### src/rtl/rmii_rx_framer_if.sv
// RMII receive pin bundle and framed dibit stream toward eth_rx.
// The PHY side drives crs_dv/rxd; the framer drives everything else.
interface rmii_rx_framer_if;
    logic       crs_dv;
    logic [1:0] rxd;
    logic       outclk;
    logic [1:0] out;
    logic       done;
    logic       err;
    logic       busy;

    modport master (
        output crs_dv, rxd,
        input  outclk, out, done, err, busy
    );

    modport slave (
        input  crs_dv, rxd,
        output outclk, out, done, err, busy
    );
endinterface

### src/rtl/rmii_rx_framer.sv
// RMII receive framer: strips preamble/SFD, forwards frame dibits
// with an end-of-frame pulse and flags framing faults.
module rmii_rx_framer #(
    parameter int MIN_PREAMBLE_DIBITS = 12,
    parameter int MAX_FRAME_DIBITS    = 6088
) (
    input  logic          clk,
    input  logic          rst,
    rmii_rx_framer_if.slave bus
);
    localparam int DW = $clog2(MAX_FRAME_DIBITS + 1);
    localparam int PW = $clog2(MIN_PREAMBLE_DIBITS + 1);
    localparam logic [DW-1:0] DMAX = DW'(MAX_FRAME_DIBITS);
    localparam logic [PW-1:0] PMIN = PW'(MIN_PREAMBLE_DIBITS);

    typedef enum logic [1:0] {
        IDLE,
        PRE,
        DATA,
        DROP
    } state_t;

    state_t          state_q;
    logic            s_dv_q;
    logic [1:0]      s_d_q;
    logic            h_dv_q;
    logic [1:0]      h_d_q;
    logic            pend_q;
    logic [PW-1:0]   pcnt_q;
    logic [DW-1:0]   dcnt_q;
    logic            outclk_q;
    logic [1:0]      out_q;
    logic            done_q;
    logic            err_q;
    logic            low_pair;

    // Two low samples in a row mark real loss of carrier.
    assign low_pair = !h_dv_q && !s_dv_q;

    always_ff @(posedge clk or negedge rst) begin
        if (!rst) begin
            state_q  <= IDLE;
            s_dv_q   <= 1'b0;
            s_d_q    <= 2'b00;
            h_dv_q   <= 1'b0;
            h_d_q    <= 2'b00;
            pend_q   <= 1'b0;
            pcnt_q   <= '0;
            dcnt_q   <= '0;
            outclk_q <= 1'b0;
            out_q    <= 2'b00;
            done_q   <= 1'b0;
            err_q    <= 1'b0;
        end else begin
            s_dv_q   <= bus.crs_dv;
            s_d_q    <= bus.rxd;
            h_dv_q   <= s_dv_q;
            h_d_q    <= s_d_q;
            outclk_q <= 1'b0;
            done_q   <= 1'b0;
            err_q    <= 1'b0;
            unique case (state_q)
                IDLE: begin
                    if (s_dv_q) begin
                        if (s_d_q == 2'b01) begin
                            state_q <= PRE;
                            pcnt_q  <= PW'(1);
                        end else if (s_d_q != 2'b00) begin
                            state_q <= DROP;
                        end
                    end
                end
                PRE: begin
                    if (!s_dv_q) begin
                        state_q <= IDLE;
                    end else if (s_d_q == 2'b01) begin
                        if (pcnt_q != PMIN) pcnt_q <= pcnt_q + PW'(1);
                    end else if (s_d_q == 2'b11 && pcnt_q >= PMIN) begin
                        state_q <= DATA;
                        dcnt_q  <= '0;
                        pend_q  <= 1'b0;
                    end else begin
                        state_q <= DROP;
                    end
                end
                DATA: begin
                    // The hold stage holds the SFD on the first DATA cycle.
                    pend_q <= 1'b1;
                    if (pend_q) begin
                        if (low_pair) begin
                            done_q  <= 1'b1;
                            err_q   <= (dcnt_q[1:0] != 2'b00);
                            state_q <= IDLE;
                        end else if (dcnt_q == DMAX) begin
                            done_q  <= 1'b1;
                            err_q   <= 1'b1;
                            state_q <= DROP;
                        end else begin
                            outclk_q <= 1'b1;
                            out_q    <= h_d_q;
                            dcnt_q   <= dcnt_q + DW'(1);
                        end
                    end
                end
                DROP: begin
                    if (low_pair) state_q <= IDLE;
                end
                default: state_q <= IDLE;
            endcase
        end
    end

    assign bus.outclk = outclk_q;
    assign bus.out    = out_q;
    assign bus.done   = done_q;
    assign bus.err    = err_q;
    assign bus.busy   = (state_q != IDLE);
endmodule

### src/flat_wrapper.sv
// flat-port wrapper written by rule: the top's interface ports become plain ports
module rmii_rx_framer_flat 
#(
    parameter int MIN_PREAMBLE_DIBITS = 12,
    parameter int MAX_FRAME_DIBITS    = 6088
)
  (clk, rst, bus_crs_dv, bus_rxd, bus_outclk, bus_out, bus_done, bus_err, bus_busy);
  rmii_rx_framer_if bus_i ();
  input  logic clk;
  input  logic rst;
  input wire logic [$bits(bus_i.crs_dv)-1:0] bus_crs_dv;
  input wire logic [$bits(bus_i.rxd)-1:0] bus_rxd;
  output wire logic [$bits(bus_i.outclk)-1:0] bus_outclk;
  output wire logic [$bits(bus_i.out)-1:0] bus_out;
  output wire logic [$bits(bus_i.done)-1:0] bus_done;
  output wire logic [$bits(bus_i.err)-1:0] bus_err;
  output wire logic [$bits(bus_i.busy)-1:0] bus_busy;
  assign bus_i.crs_dv = bus_crs_dv;
  assign bus_i.rxd = bus_rxd;
  assign bus_outclk = bus_i.outclk;
  assign bus_out = bus_i.out;
  assign bus_done = bus_i.done;
  assign bus_err = bus_i.err;
  assign bus_busy = bus_i.busy;
  rmii_rx_framer #(.MIN_PREAMBLE_DIBITS(MIN_PREAMBLE_DIBITS), .MAX_FRAME_DIBITS(MAX_FRAME_DIBITS)) u_core (.clk(clk), .rst(rst), .bus(bus_i));
endmodule
### config.mk
export PLATFORM = sky130hd
export DESIGN_NAME = rmii_rx_framer_flat
export DESIGN_NICKNAME = d
export VERILOG_FILES = /design/src/rtl/rmii_rx_framer_if.sv /design/src/rtl/rmii_rx_framer.sv /design/src/flat_wrapper.sv
export SDC_FILE = /design/constraint.sdc
export NUM_CORES = 1
export LEC_CHECK = 0
export ABC_AREA = 1
export ABC_CLOCK_PERIOD_IN_PS = 1800
export BUFFER_PORTS_ARGS = -buffer_cell sky130_fd_sc_hd__buf_2
export CAP_MARGIN = 20
export CORE_MARGIN = 3
export CORE_UTILIZATION = 55
export CTS_BUF_LIST = sky130_fd_sc_hd__clkbuf_8
export DETAILED_ROUTE_END_ITERATION = 8
export MAX_ROUTING_LAYER = met4
export PLACE_DENSITY = 0.73
export SETUP_SLACK_MARGIN = 0.3
export SLEW_MARGIN = 20
export SYNTH_ARGS = -nofsm -noshare
export SYNTH_HDL_FRONTEND = slang
export SYNTH_SLANG_ARGS = --single-unit
export TNS_END_PERCENT = 1
### constraint.sdc
create_clock -name clk -period 1.8 [get_ports clk]
set_input_delay 0.09 -clock clk [delete_from_list [all_inputs] [get_ports clk]]
set_output_delay 0.09 -clock clk [all_outputs]
set_load 0.05 [all_outputs]
==> results.toml <==
[sta]
hold_viol_final = 0
rsz0062_at_grt = "yes"
fmax_mhz = 657
slew_headroom_pct = 55.8
layout_worst_path_cycle_share_pct = 84.6
fin_skew_ns = 0.00832
hold_slack_ns = 0.367
setup_viol = 0
min_period_ns = 1.52
slew_violations = 0
tns_ns = 0
tightest_slew_ns = 0.662

[final_layout]
diodes = 0
final_nets = 304
fillers = 221
stdcell_area_sq_um = 2370
final_common_cell = "nand2_1"
mostFrequentLayoutCells = "81 x nand2_1, 29 x dfrtp_1, 25 x inv_1, 24 x nor2_1, 22 x nand3_1"
area_delta_synth_final_pct = 28.0
post_layout_nonfiller_instances = 335
drive_above_1_share_pct = 26.8

[power]
switching_share_pct = 44.3
p_leak_nw = 1.16
power_density_nw_per_um2 = 1380
combinationalPowerShare_pct = 51.8
power.internal_mw = 1.82
switchingPower_mw = 1.45
seq_power_share_pct = 27.4
finalPower_mw = 3.27
power.share.clock_pct = 20.8
ir_drop_mv = 1.15

[detailed_routing]
drtAntennaViolNets = 0
firstDrtPassIters = 5
finalWirelength_um = 4280
via_per_inst = 5.03
drc_errors = 0
num_vias = 1684
drtIter0Drc = 135
wl_per_cell_um = 12.8

[synthesis]
synth-seq-cells = 31
syn_area_sq_um = 1850
async_flop_share_pct = 100
synth_area_per_cell_sq_um = 7.27
seq_area_frac_synth_pct = 41.9
yosys_most_used_dff = "dfrtp_1"
yosysWarningCount = 0
syn_nets = 269
synth_edf_count = 0
synthCells = 255
ys_types = 24

[clock_network]
clk_latency_ns = 0.29
htree_levels = 2
cts_buffer_depth = 2
cts_root_buf = "clkbuf_8"
cts.sinks = 31
cts_buffers = 5
cts_tree = "yes"
clk_pin_slew_worst_paths_ns = 0.07

[grt]
grt_overflow = 0
grt_max_degree = 32
grt_use_total_pct = 24.5
antenna_found_initial = 0
grt_pass1_vias = 1696
grt_pass1_wl_um = 7520

[floorplanning]
die_area_sq_um = 4100
die_w_um = 64.0
io-pin-count = 11
core_sq_um = 3130
initial_core_util_pct = 59.2
die_h_um = 64.0
rows = 20

[placed_design]
placed_area_sq_um = 1990
dp_hpwl_um = 2750
placed_cells_incl_taps = 311
place_congestion = 0.902
port_buffers = 10

[setup_path]
critPathKind = "reg -> reg"
critPathTopFamily = "simple AND/OR/NAND/NOR gates"
reg2reg_depth = 10
crit_path_end_kind = "register"
slowest_delay_ns = 0.43
startpoint_type = "register"
timing.rr.start = "u_core.dcnt_q[1]"
worstPathMaxFanout = 6
crit_required_ns = 2.03
slowest_stage = "dfrtp_1"
crit_top_cell = "nand2_1"
r2r_slack_ns = 0.28
crit_chain = "inv_1, ha_2, nand2_1, nor2_2, nand3_2, nand2_4, nand2_8, nand2_8, nand2_1, nand2_1"
worst-endpoint-arrival_ns = 1.75
r2r_end = "u_core.dcnt_q[12]"
cp_num_buf_inv = 1

[worst_hold_path]
hp-class = "in -> async"

[flow_run]
cap_violations = 0

[run_status]
status = "complete, no violations"
[worst max-delay path by stage]
stage,from,endpoint,slack [ns],cells after the start
final,u_core.dcnt_q[1],u_core.dcnt_q[12],0.28,10
after global routing,u_core.dcnt_q[1],u_core.dcnt_q[4],0.15,10
after CTS,u_core.state_q[0],u_core.pcnt_q[0],0.29,8
after floorplan,u_core.state_q[1],u_core.dcnt_q[12],0.23,12
after detailed placement,u_core.state_q[1],u_core.dcnt_q[7],0.15,11
after global placement,u_core.state_q[1],u_core.dcnt_q[1],0.16,10
[cells in the mapped netlist (3+ instances only)]
cell type  instances  share of area (%)
nor2_1            29                5.9
o21ai_0            7                1.9
nand2_1           92                 19
dfrtp_1           31                 42
nand4_1            4                1.4
nor3_1             3               0.81
nand2_2            6                2.0
inv_1             31                6.3
nand3_1           23                6.2
ha_1               9                6.1
[timing repair]
action	CTS	global route
hold endpoints to repair	34	0
buffers inserted	6	3
resized for setup	18	20
endpoints found under the setup margin	18	24
gates cloned	3	0
pin swaps	10	9
hold buffers	4	0
[through the flow]
step | setup slack [ns] | utilization (%)
3_5_place_dp | 0.151 | 63.6
4_1_cts | 0.294 | 73.4
6_report | 0.278 | 75.8
5_1_grt | 0.151 | 75.8
3_3_place_gp | 0.160 | 63.6
2_1_floorplan | 0.232 | -
[state kept, by name, summed over array words and instances (netlist names)]
| register | flops |
|---|---|
| u_core.bus.outclk | 1 |
| u_core.state_q | 2 |
| u_core.pend_q | 1 |
| u_core.h_dv_q | 1 |
| u_core.bus.done | 1 |
| u_core.pcnt_q | 4 |
| u_core.bus.err | 1 |
| u_core.h_d_q | 2 |
| u_core.s_d_q | 2 |
| u_core.s_dv_q | 1 |
| u_core.bus.out | 2 |
| u_core.dcnt_q | 13 |
[per-layer routing]
| layer | part of all wire [%] | track usage, % | wire length [um] |
|---|---|---|---|
| met1 | 47 | 32.5 | 2000 |
| met2 | 47 | 36.0 | 2030 |
| met3 | 4.2 | 6.15 | 181 |
| met4 | 1.7 | 9.43 | 72 |
| met5 | 0 | - | 0 |
[power by group through the flow]
stage                     registers [mW]  logic (mW)  clock network [mW]
after floorplan                     1.01       0.815                   0
after global placement             0.894        1.15                   0
after detailed placement           0.900        1.17                   0
after CTS                          0.887        1.54               0.692
after global routing               0.910        1.86               0.730
final                              0.898        1.70               0.680
[cell families (layout without fill, tap and decap cells)]
logic type	after synthesis	after routing	synth area share (%)
AOI/OAI and AO/OA	12	12	3.78
xor gates and xnor gates	3	3	1.42
adders and majority gates	9	9	6.08
buffers and inverters	35	69	8.17
DFF	31	31	41.9
and+or+nand+nor	165	167	38.7
[area by class of cell]
| cell class | instances | area (sq um) | share of cell area, % |
|---|---|---|---|
| Multi-Input combinational cell | 191 | 1090 | 46.0 |
| Sequential cell | 31 | 778 | 32.8 |
| Timing Repair Buffer | 27 | 188 | 7.91 |
| Inverter | 33 | 143 | 6.01 |
| Clock buffer | 5 | 68.8 | 2.90 |
| Tap cell | 44 | 55.1 | 2.32 |
| Clock inverter | 3 | 43.8 | 1.85 |
| Timing Repair inverter | 1 | 5.00 | 0.211 |
Note: power is estimated with default switching activity, not from simulation.
